File: config.mk
export PLATFORM = sky130hd
export DESIGN_NAME = cd_sector_seq
export DESIGN_NICKNAME = d
export VERILOG_FILES = /design/src/rtl/cd_pkg.sv /design/src/rtl/cd_sector_seq_msf_bcd_inc.sv /design/src/rtl/cd_sector_seq.sv
export SDC_FILE = /design/constraint.sdc
export NUM_CORES = 1
export LEC_CHECK = 0
export ABC_CLOCK_PERIOD_IN_PS = 2100
export CAP_MARGIN = 10
export CORE_MARGIN = 2
export CORE_UTILIZATION = 35
export CTS_BUF_LIST = sky130_fd_sc_hd__clkbuf_4 sky130_fd_sc_hd__clkbuf_8
export DETAILED_ROUTE_END_ITERATION = 10
export GPL_TIMING_DRIVEN = 0
export PLACE_DENSITY = 0.66
export RECOVER_POWER = 25
export SLEW_MARGIN = 15
export SYNTH_ARGS = -nofsm -noshare
export SYNTH_HDL_FRONTEND = slang
export SYNTH_HIERARCHICAL = 1
export SYNTH_SLANG_ARGS = --single-unit
File: constraint.sdc
create_clock -name CLK_12M -period 2.1 [get_ports CLK_12M]
set_clock_uncertainty 0.15 [all_clocks]
set_input_delay 0.315 -clock CLK_12M [delete_from_list [all_inputs] [get_ports CLK_12M]]
set_output_delay 0.315 -clock CLK_12M [all_outputs]
set_load 0.02 [all_outputs]
File: src/rtl/cd_pkg.sv
// cd_pkg: shared definitions for the Neo CD sector sequencer.
//   - cd_state_t : sequencer FSM states
//   - SECTOR_WORDS / LAST_WORD : payload size in 16-bit words
//   - FRAME_MAX / SEC_MAX / MIN_MAX : BCD wrap limits of an M:S:F position
//   - bcd_inc8() : single two-digit BCD increment without wrap handling
package cd_pkg;

    typedef enum logic [2:0] {
        IDLE     = 3'd0,
        REQ      = 3'd1,
        READY    = 3'd2,
        WAIT_CDC = 3'd3,
        RD       = 3'd4,
        WR       = 3'd5,
        DONE     = 3'd6,
        INC      = 3'd7
    } cd_state_t;

    localparam int          SECTOR_WORDS = 1024;
    localparam logic [9:0]  LAST_WORD    = 10'(SECTOR_WORDS - 1);

    localparam logic [7:0]  FRAME_MAX    = 8'h74;
    localparam logic [7:0]  SEC_MAX      = 8'h59;
    localparam logic [7:0]  MIN_MAX      = 8'h99;

    // Two-digit BCD +1; the caller handles wrap at its own limit.
    function automatic logic [7:0] bcd_inc8(input logic [7:0] v);
        logic [7:0] r;
        if (v[3:0] == 4'd9) begin
            r = {v[7:4] + 4'd1, 4'd0};
        end else begin
            r = {v[7:4], v[3:0] + 4'd1};
        end
        return r;
    endfunction

endpackage

File: src/rtl/cd_sector_seq_msf_bcd_inc.sv
// msf_bcd_inc: combinational BCD M:S:F incrementer.
//   msf_in  [23:0] : {M, S, F} current position, BCD
//   msf_out [23:0] : position + 1 frame; F wraps 74->00, S wraps 59->00,
//                    M wraps 99->00 with no further carry.
module msf_bcd_inc
    import cd_pkg::*;
(
    input  logic [23:0] msf_in,
    output logic [23:0] msf_out
);

    logic [7:0] m_s;
    logic [7:0] s_s;
    logic [7:0] f_s;

    assign m_s = msf_in[23:16];
    assign s_s = msf_in[15:8];
    assign f_s = msf_in[7:0];

    // Ripple the frame carry through seconds into minutes.
    always_comb begin
        msf_out = msf_in;
        if (f_s == FRAME_MAX) begin
            msf_out[7:0] = 8'h00;
            if (s_s == SEC_MAX) begin
                msf_out[15:8] = 8'h00;
                if (m_s == MIN_MAX) begin
                    msf_out[23:16] = 8'h00;
                end else begin
                    msf_out[23:16] = bcd_inc8(m_s);
                end
            end else begin
                msf_out[15:8] = bcd_inc8(s_s);
            end
        end else begin
            msf_out[7:0] = bcd_inc8(f_s);
        end
    end

endmodule

File: src/rtl/cd_sector_seq.sv
// cd_sector_seq: sequences Neo CD sector delivery around the CDC model.
// Fetches a sector from the HPS into the cache (HPS_REQ/HPS_ACK), announces
// it with SECTOR_READY, copies 1024 words cache->sector buffer on DMA_REQ
// (DMA_DONE at the end) and steps the BCD MSF on NEXT_SECTOR_REQ.
// All logic runs on the falling edge of CLK_12M; nRESET is async active-low.
// Ports: PLAY_START/STOP control, START_M/S/F load value, MSF_M/S/F current
// position, HPS_REQ/HPS_ACK fetch handshake, SECTOR_READY/NEXT_SECTOR_REQ/
// DMA_REQ/DMA_DONE CDC handshake, CACHE_ADDR/CACHE_DATA cache read port,
// BUF_ADDR/BUF_DATA/BUF_WE/BUF_WAIT buffer write port, BUSY, ERROR.
// Build option: define CD_SEQ_TIMEOUT_EN to enable the HPS acknowledge
// watchdog (TIMEOUT_CYCLES cycles in REQ -> ERROR, back to IDLE).
module cd_sector_seq
    import cd_pkg::*;
#(
    parameter logic [23:0] TIMEOUT_CYCLES = 24'd12000000
) (
    input  logic        CLK_12M,
    input  logic        nRESET,
    input  logic        PLAY_START,
    input  logic        STOP,
    input  logic [7:0]  START_M,
    input  logic [7:0]  START_S,
    input  logic [7:0]  START_F,
    output logic [7:0]  MSF_M,
    output logic [7:0]  MSF_S,
    output logic [7:0]  MSF_F,
    output logic        HPS_REQ,
    input  logic        HPS_ACK,
    output logic        SECTOR_READY,
    input  logic        NEXT_SECTOR_REQ,
    input  logic        DMA_REQ,
    output logic        DMA_DONE,
    output logic [9:0]  CACHE_ADDR,
    input  logic [15:0] CACHE_DATA,
    output logic [9:0]  BUF_ADDR,
    output logic [15:0] BUF_DATA,
    output logic        BUF_WE,
    input  logic        BUF_WAIT,
    output logic        BUSY,
    output logic        ERROR
);

    cd_state_t   state_r;
    logic [23:0] msf_r;
    logic [23:0] msf_next_s;
    logic        pending_r;
    logic        hps_req_r;
    logic        sector_ready_r;
    logic        dma_done_r;
    logic [9:0]  cache_addr_r;   // doubles as the copy word index
    logic [9:0]  buf_addr_r;
    logic        buf_we_r;
    logic        busy_r;

`ifdef CD_SEQ_TIMEOUT_EN
    logic [23:0] to_cnt_r;
    logic        error_r;
    logic        timeout_s;
    assign timeout_s = (to_cnt_r == (TIMEOUT_CYCLES - 24'd1));
    assign ERROR     = error_r;
`else
    // No watchdog in this build; the parameter is still referenced so both
    // builds share one parameter list.
    assign ERROR = 1'b0 & (TIMEOUT_CYCLES != 24'd0);
`endif

    msf_bcd_inc u_msf_inc (
        .msf_in  (msf_r),
        .msf_out (msf_next_s)
    );

    // Sequencer FSM with all control outputs registered.
    always_ff @(negedge CLK_12M or negedge nRESET) begin
        if (!nRESET) begin
            state_r        <= IDLE;
            msf_r          <= 24'h000000;
            pending_r      <= 1'b0;
            hps_req_r      <= 1'b0;
            sector_ready_r <= 1'b0;
            dma_done_r     <= 1'b0;
            cache_addr_r   <= 10'd0;
            buf_addr_r     <= 10'd0;
            buf_we_r       <= 1'b0;
            busy_r         <= 1'b0;
`ifdef CD_SEQ_TIMEOUT_EN
            to_cnt_r       <= 24'd0;
            error_r        <= 1'b0;
`endif
        end else if (STOP) begin
            // STOP beats PLAY_START; MSF and ERROR are left as they are.
            state_r        <= IDLE;
            pending_r      <= 1'b0;
            hps_req_r      <= 1'b0;
            sector_ready_r <= 1'b0;
            dma_done_r     <= 1'b0;
            buf_we_r       <= 1'b0;
            busy_r         <= 1'b0;
        end else if (PLAY_START) begin
            state_r        <= REQ;
            msf_r          <= {START_M, START_S, START_F};
            pending_r      <= 1'b0;
            hps_req_r      <= 1'b1;
            sector_ready_r <= 1'b0;
            dma_done_r     <= 1'b0;
            buf_we_r       <= 1'b0;
            busy_r         <= 1'b1;
`ifdef CD_SEQ_TIMEOUT_EN
            to_cnt_r       <= 24'd0;
            error_r        <= 1'b0;
`endif
        end else begin
            sector_ready_r <= 1'b0;
            dma_done_r     <= 1'b0;
            case (state_r)
                IDLE: begin
                    state_r <= IDLE;
                end
                REQ: begin
                    if (HPS_ACK) begin
                        hps_req_r      <= 1'b0;
                        sector_ready_r <= 1'b1;
                        state_r        <= READY;
                    end
`ifdef CD_SEQ_TIMEOUT_EN
                    else if (timeout_s) begin
                        hps_req_r <= 1'b0;
                        error_r   <= 1'b1;
                        busy_r    <= 1'b0;
                        state_r   <= IDLE;
                    end else begin
                        to_cnt_r <= to_cnt_r + 24'd1;
                    end
`endif
                end
                READY: begin
                    state_r <= WAIT_CDC;
                end
                WAIT_CDC: begin
                    // DMA wins a tie; the sector step is remembered.
                    if (DMA_REQ) begin
                        cache_addr_r <= 10'd0;
                        state_r      <= RD;
                        if (NEXT_SECTOR_REQ) begin
                            pending_r <= 1'b1;
                        end
                    end else if (NEXT_SECTOR_REQ) begin
                        state_r <= INC;
                    end
                end
                RD: begin
                    buf_we_r   <= 1'b1;
                    buf_addr_r <= cache_addr_r;
                    state_r    <= WR;
                    if (NEXT_SECTOR_REQ) begin
                        pending_r <= 1'b1;
                    end
                end
                WR: begin
                    if (NEXT_SECTOR_REQ) begin
                        pending_r <= 1'b1;
                    end
                    // Under BUF_WAIT the write is simply held; the cache
                    // address is unchanged so its data stays stable too.
                    if (!BUF_WAIT) begin
                        buf_we_r <= 1'b0;
                        if (cache_addr_r == LAST_WORD) begin
                            dma_done_r <= 1'b1;
                            state_r    <= DONE;
                        end else begin
                            cache_addr_r <= cache_addr_r + 10'd1;
                            state_r      <= RD;
                        end
                    end
                end
                DONE: begin
                    if (pending_r) begin
                        pending_r <= 1'b0;
                        state_r   <= INC;
                    end else begin
                        state_r <= WAIT_CDC;
                    end
                end
                INC: begin
                    msf_r     <= msf_next_s;
                    hps_req_r <= 1'b1;
                    state_r   <= REQ;
`ifdef CD_SEQ_TIMEOUT_EN
                    to_cnt_r  <= 24'd0;
`endif
                end
                default: begin
                    state_r   <= IDLE;
                    hps_req_r <= 1'b0;
                    buf_we_r  <= 1'b0;
                    busy_r    <= 1'b0;
                end
            endcase
        end
    end

    assign MSF_M        = msf_r[23:16];
    assign MSF_S        = msf_r[15:8];
    assign MSF_F        = msf_r[7:0];
    assign HPS_REQ      = hps_req_r;
    assign SECTOR_READY = sector_ready_r;
    assign DMA_DONE     = dma_done_r;
    assign CACHE_ADDR   = cache_addr_r;
    assign BUF_ADDR     = buf_addr_r;
    assign BUF_WE       = buf_we_r;
    assign BUSY         = busy_r;
    // Cache data arrives during the write cycle itself; gating by the strobe
    // keeps the bus at zero whenever no write is in progress.
    assign BUF_DATA     = buf_we_r ? CACHE_DATA : 16'h0000;

endmodule

==> reports/results.ini, run 1 <==
[run_status]
status=complete, but fails checks
failed_checks=negative setup slack

[detailed_routing]
postRouteAntennaNets=0
detail_route.drc_violations=0
wl_per_cell_um=16.5
wirelength_um=11800
dr.pass1.iters=4
drt-initial-drc-count=106
num_vias=3701
vias_per_cell=5.19

[min_path]
hold_end=BUF_ADDR[1]
hold_depth=1
hp-start=BUF_ADDR[1]
hold_path_class=reg -> reg

[die]
die_w_um=104
io_pins=114
dieArea_um2=10800
core_area_um2=9730
rows=36
initial_core_util_pct=35.8
die_h_um=104

[synth]
synth_ff_type=dfrtn_1
synth.avg_cell_area_um2=9.36
async_flop_share_pct=100
synth_seq_cells=53
syn-num-nets=433
synth_area_leaders=dfrtn_1 (38%), mux2i_1 (7.2%), nor2_1 (5.5%)
ys_warn_count=6
synth_cells=372
synth_edf_count=0
yosys.area.top_type=dfrtn_1
syn_area_um2=3480
ys_seq_area_share_pct=38.1
synth_cell_type_count=59
synth_top_area_share_pct=38.1

[layout]
final_cell_area_um2=6520
final_cell_mix=buf_6 (88), buf_4 (65), dfrtn_1 (53)
antenna_cells=0
drive_gt1_share_pct=56.0
final_common_cell=buf_6
syn_to_final_growth_pct=87.2
final_core_util_pct=67.0
fill_cells=779
nets=640

[global_routing]
antenna_found_initial=0
grt_max_degree=54
grt_pass1_wl_um=17800
grt_pass1_vias=3575
grt_overflow=0
grt_use_total_pct=20.0

[critical_path]
required_ns=1.63
critical_path_class=reg -> out
r2r_slack_ns=-0.19
reg2reg_to=msf_r[12]
crit_arrival_ns=2.21
cp-end-kind=output pin
cp_max_fo=8
rr_startpoint=msf_r[4]
crit_path_start_kind=flip-flop
worstRegToRegCells=9

[timing]
setup_ws_ns=-0.571
drv_slew=0
rsz0062_at_grt=yes
hold_violations=0
worst_slew_pin_slew_ns=0.774
holdWs_ns=0.328
max_slew_margin_pct=48.4
setup_viol=116

[placed_design]
numPortBuffers=112
place_hpwl_um=6820
dpl_cell_area_um2=4990
gpl.final_weighted_congestion=0.815

[cts]
cts_buffers=5
cts_tree=built
clk_latency_ns=0.31
clock_sinks=53
cts_htree_levels=2
clk_pin_slew_ns=0.07
clk_path_buf_depth=2
root_buffer=clkbuf_8

[pwr]
power_density_nw_per_um2=524
power_uw=3410
leakage_uw=0.00296
ir_worst_vdd_v=0.000406

[run]
drv_cap=0

==> final cells by class <==
type,instances,area [um^2],area share [%]
Clock buffer,5,68.8,1.06
Buffer,16,190,2.92
Tap cell,133,166,2.55
Multi-Input combinational cell,294,2620,40.2
Clock inverter,3,28.8,0.442
Sequential cell,53,1330,20.3
Inverter,7,28.8,0.442
Timing Repair Buffer,202,2090,32.0
==> flip-flops by register name, indices dropped and copies added, names as in the netlist <==
signal and count:
BUF_ADDR 10, HPS_REQ 1, pending_r 1, BUF_WE 1
CACHE_ADDR 10, SECTOR_READY 1, DMA_DONE 1, msf_r 24
BUSY 1, state_r 3
==> report_power, final <==
part           internal [uW]  leakage, uW  switching [uW]
combinational            819      0.00225             735
clock                    251    0.0000506             398
sequential              1120     0.000660            86.7
==> Yosys cell counts, types with 2 or more instances <==
cell and n:
o211ai_1 3, nand4_1 6, xnor2_1 4, a31oi_1 3
clkbuf_1 5, ha_1 13, a21oi_1 35, and2_1 17
o31ai_2 3, a31o_2 2, nor2b_1 2, and3b_2 2
and3_1 3, mux2_2 13, inv_1 7, mux2_1 3
xor2_1 2, a21o_1 2, and3b_1 3, nor3b_2 2
nand3b_1 3, buf_2 10, or3_1 4, o21ai_1 5
nand3_1 12, o31ai_1 11, buf_4 3, o21ai_0 7
nor2_1 51, nand2b_1 4, nand2_1 24, dfrtn_1 53
mux2i_1 25, or4_1 5
==> worst max path at each step <==
| stage | startpoint | end | slack, ns | cells past startpoint |
|---|---|---|---|---|
| 2_1_floorplan | PLAY_START | state_r[2] | -0.54 | 4 |
| 3_3_place_gp | nRESET | msf_r[4] | -2.12 | 1 |
| 3_5_place_dp | STOP | state_r[2] | -1.21 | 5 |
| 4_1_cts | BUF_WE | BUF_DATA[1] | -0.59 | 3 |
| 5_1_grt | BUF_WE | BUF_DATA[3] | -0.61 | 3 |
| 6_report | BUF_WE | BUF_DATA[3] | -0.57 | 3 |
==> through the flow <==
step,TNS [ns],setup slack (ns),std cells
2_1_floorplan,-15.66,-0.543,372
3_3_place_gp,-201.19,-2.12,617
3_5_place_dp,-89.83,-1.21,617
4_1_cts,-34.55,-0.589,690
5_1_grt,-37.72,-0.614,713
6_report,-34.08,-0.571,713
==> critical path: stages (launching register included) <==
cell and delay [ns]:
dfrtn_1 0.46, buf_6 0.14, and2_4 0.14, buf_6 0.11
==> routing by layer <==
| metal | share of wire (%) | up-vias | global-route usage (%) |
|---|---|---|---|
| li1 | - | 1747 | - |
| met1 | 42 | 1793 | 24.6 |
| met2 | 50 | 140 | 36.5 |
| met3 | 6.3 | 21 | 3.84 |
| met4 | 1.7 | 0 | 3.57 |
| met5 | 0 | - | 0 |
==> cell families after synthesis <==
kind of cell | Yosys count | share of synthesized area [%]
xor gates and xnor gates | 6 | 1.51
other | 1 | 0.108
muxes | 41 | 12.4
adders and majority gates | 13 | 4.67
buffers and inverters | 26 | 3.70
AOI/OAI and AO/OA | 77 | 14.0
and+or+nand+nor | 155 | 25.5
DFF | 53 | 38.1
==> timing repair <==
action                                  in CTS  in global routing
resized for setup                          484                 89
gates cloned                                 5                  2
pin swaps                                   34                 31
endpoints found under the setup margin     118                116
buffers inserted                            62                 27
hold buffers                                 0                  0
(Power assumes the default switching activity.)
==> run 2: changes to the inputs <==
- PLACE_DENSITY: 0.66 -> 0.69
==> reports/results.ini, run 2 (synthesized netlist as in run 1, its figures left out) <==
[run_status]
status=complete, but fails checks
failed_checks=negative setup slack

[critical_path]
cp_common_cell=buf_6
crit_path_start_kind=flip-flop
crit_arrival_ns=2.22  ; about the same
critPathMaxStageDelay_ns=0.46  ; about the same
r2r_slack_ns=-0.19  ; about the same
critical_path_class=reg -> out
cp-end-kind=output pin
reg2reg_to=msf_r[22]
path_cells=buf_6 > and2_4 > buf_6
critPathSlowestCell=dfrtn_1
worstRegToRegCells=10  ; +1
cp_max_fo=8  ; unchanged
required_ns=1.63  ; about the same
rr_startpoint=msf_r[13]

[die]
rows=36  ; unchanged
initial_core_util_pct=35.8  ; unchanged
die_w_um=104  ; unchanged
die_h_um=104  ; unchanged
dieArea_um2=10800  ; unchanged
core_area_um2=9730  ; unchanged
io_pins=114  ; unchanged

[min_path]
hp-start=BUF_ADDR[5]
hold_end=BUF_ADDR[5]
hold_depth=1  ; unchanged
hold_path_class=reg -> reg

[cts]
clock_sinks=53  ; unchanged
cts_buffers=5  ; unchanged
clk_pin_slew_ns=0.07  ; about the same
ctsHoldBuffers=0  ; unchanged
clk_path_buf_depth=2  ; unchanged
root_buffer=clkbuf_8
cts_htree_levels=2  ; unchanged
cts_tree=built
clk_latency_ns=0.31  ; about the same

[run]
drv_cap=0  ; unchanged

[detailed_routing]
dr_wl_met2_um=6400  ; +8.7%
dr_wl_met3_um=676  ; -8.6%
wirelength_um=12400  ; +5.5%
detail_route.drc_violations=0  ; unchanged
num_vias=3725  ; +0.65%
drt-initial-drc-count=102  ; -3.8%
postRouteAntennaNets=0  ; unchanged
wl_per_cell_um=17.5  ; +5.9%
met1_length_um=5170  ; +4.6%
dr.pass1.iters=5  ; +1
vias_per_cell=5.25  ; +1.1%
top_layer=met4

[placed_design]
place_hpwl_um=6870  ; +0.67%
dp.cells=617  ; unchanged
gpl.final_weighted_congestion=0.855  ; +5.0%
numPortBuffers=112  ; unchanged

[layout]
regMostFlops=msf_r
nets=637  ; -0.47%
stdcell_count=710  ; -0.42%
final_cell_mix=buf_6 (87), buf_4 (61), dfrtn_1 (53)
antenna_cells=0  ; unchanged
syn_to_final_growth_pct=88.8
drive_gt1_share_pct=55.8  ; -0.23 points
largest_reg_flops=24  ; unchanged
fill_cells=763  ; -2.1%
final_common_cell=buf_6

[timing]
tns_ns=-37.73  ; -3.65 ns
drv_slew=0  ; unchanged
worst_slew_pin_slew_ns=0.756  ; -0.0186 ns
setup_ws_ns=-0.581  ; -0.00959 ns
setup_viol=114  ; -1.7%
rsz0062_at_grt=yes
max_slew_margin_pct=49.6  ; +1.2 points
hold_violations=0  ; unchanged

[global_routing]
antenna_found_initial=0  ; unchanged
grt_use_total_pct=20.9  ; +0.94 points
grt_max_degree=54  ; unchanged
grt_pass1_vias=3674  ; +2.8%
grt_pass1_wl_um=18500  ; +3.6%
grt_overflow=0  ; unchanged

[pwr]
clock_power_share_pct=24.0  ; +5.0 points
leakage_uw=0.00297  ; +0.56%
p_seq_share_pct=33.5  ; -2.0 points
ir_worst_vdd_v=0.000415  ; +2.3%
netSwitchingPower_uw=1220  ; about the same
p_int_uw=2410  ; +9.8%
combPwrFrac_pct=42.5  ; -3.0 points
power_density_nw_per_um2=552  ; +5.3%
swShare_pct=33.6  ; -2.1 points

[run 2: changes by cell type in the layout (fill, tap and decap cells not counted), moves of 3 or more]
cell	delta
nor2_2	+4
mux2i_1	+3
clkbuf_16	+3
o31ai_4	+3
buf_4	-4
[run 2: metrics by stage]
step	worst slack, ns	utilization, %	instance area (um^2)	power (uW)	hold slack [ns]
floorplan	-0.543	-	3710	1830	0.365
global placement	-2.10	51.4	5000	2220	0.295
detailed placement	-1.23	51.3	4990	2240	0.304
CTS	-0.582	62.8	6110	3430	0.331
global route	-0.626	67.6	6570	3810	0.351
finish	-0.581	67.6	6570	3630	0.329
[run 2: layer usage]
layer | track usage (%) | up-vias
met4 | 3.96 | 0
met5 | 0 | -
li1 | - | 1743
met2 | 37.0 | 154
met3 | 4.53 | 17
met1 | 26.3 | 1811
[run 2: repair_timing]
| action | 4_1_cts | 5_1_grt |
|---|---|---|
| pin swaps | 42 | 17 |
| setup endpoints to repair | 118 | 117 |
| resized for setup | 488 | 88 |
| buffers inserted | 62 | 24 |
| gates cloned | 5 | 3 |
[run 2: worst max-delay path by stage]
stage	slack, ns	cells past startpoint	endpoint	startpoint
global placement	-2.10	1	msf_r[4]	nRESET
detailed placement	-1.23	5	state_r[2]	PLAY_START
global route	-0.63	3	BUF_DATA[3]	BUF_WE
CTS	-0.58	3	BUF_DATA[9]	BUF_WE
floorplan	-0.54	4	state_r[2]	PLAY_START
finish	-0.58	3	BUF_DATA[3]	BUF_WE
[run 2: power groups by stage]
stage / combinational [uW] / sequential (uW) / clock, uW
global placement: 928 / 1290 / 0
global route: 1650 / 1220 / 935
finish: 1540 / 1220 / 871
CTS: 1340 / 1210 / 878
floorplan: 454 / 1370 / 0
detailed placement: 948 / 1290 / 0
[run 2: critical path: cells and delay by family, from the launching register on]
family,cells,cell delay (ns)
buf+inv,2,0.26
flops,1,0.46
simple gates,1,0.14
[run 2: cell type report]
type	instances	area [um^2]	area share (%)
Multi-Input combinational cell	294	2630	40.0
Timing Repair Buffer	200	2090	31.8
Sequential cell	53	1330	20.2
Buffer	15	191	2.91
Tap cell	133	166	2.53
Clock buffer	5	68.8	1.05
Clock inverter	3	68.8	1.05
Inverter	7	26.3	0.400
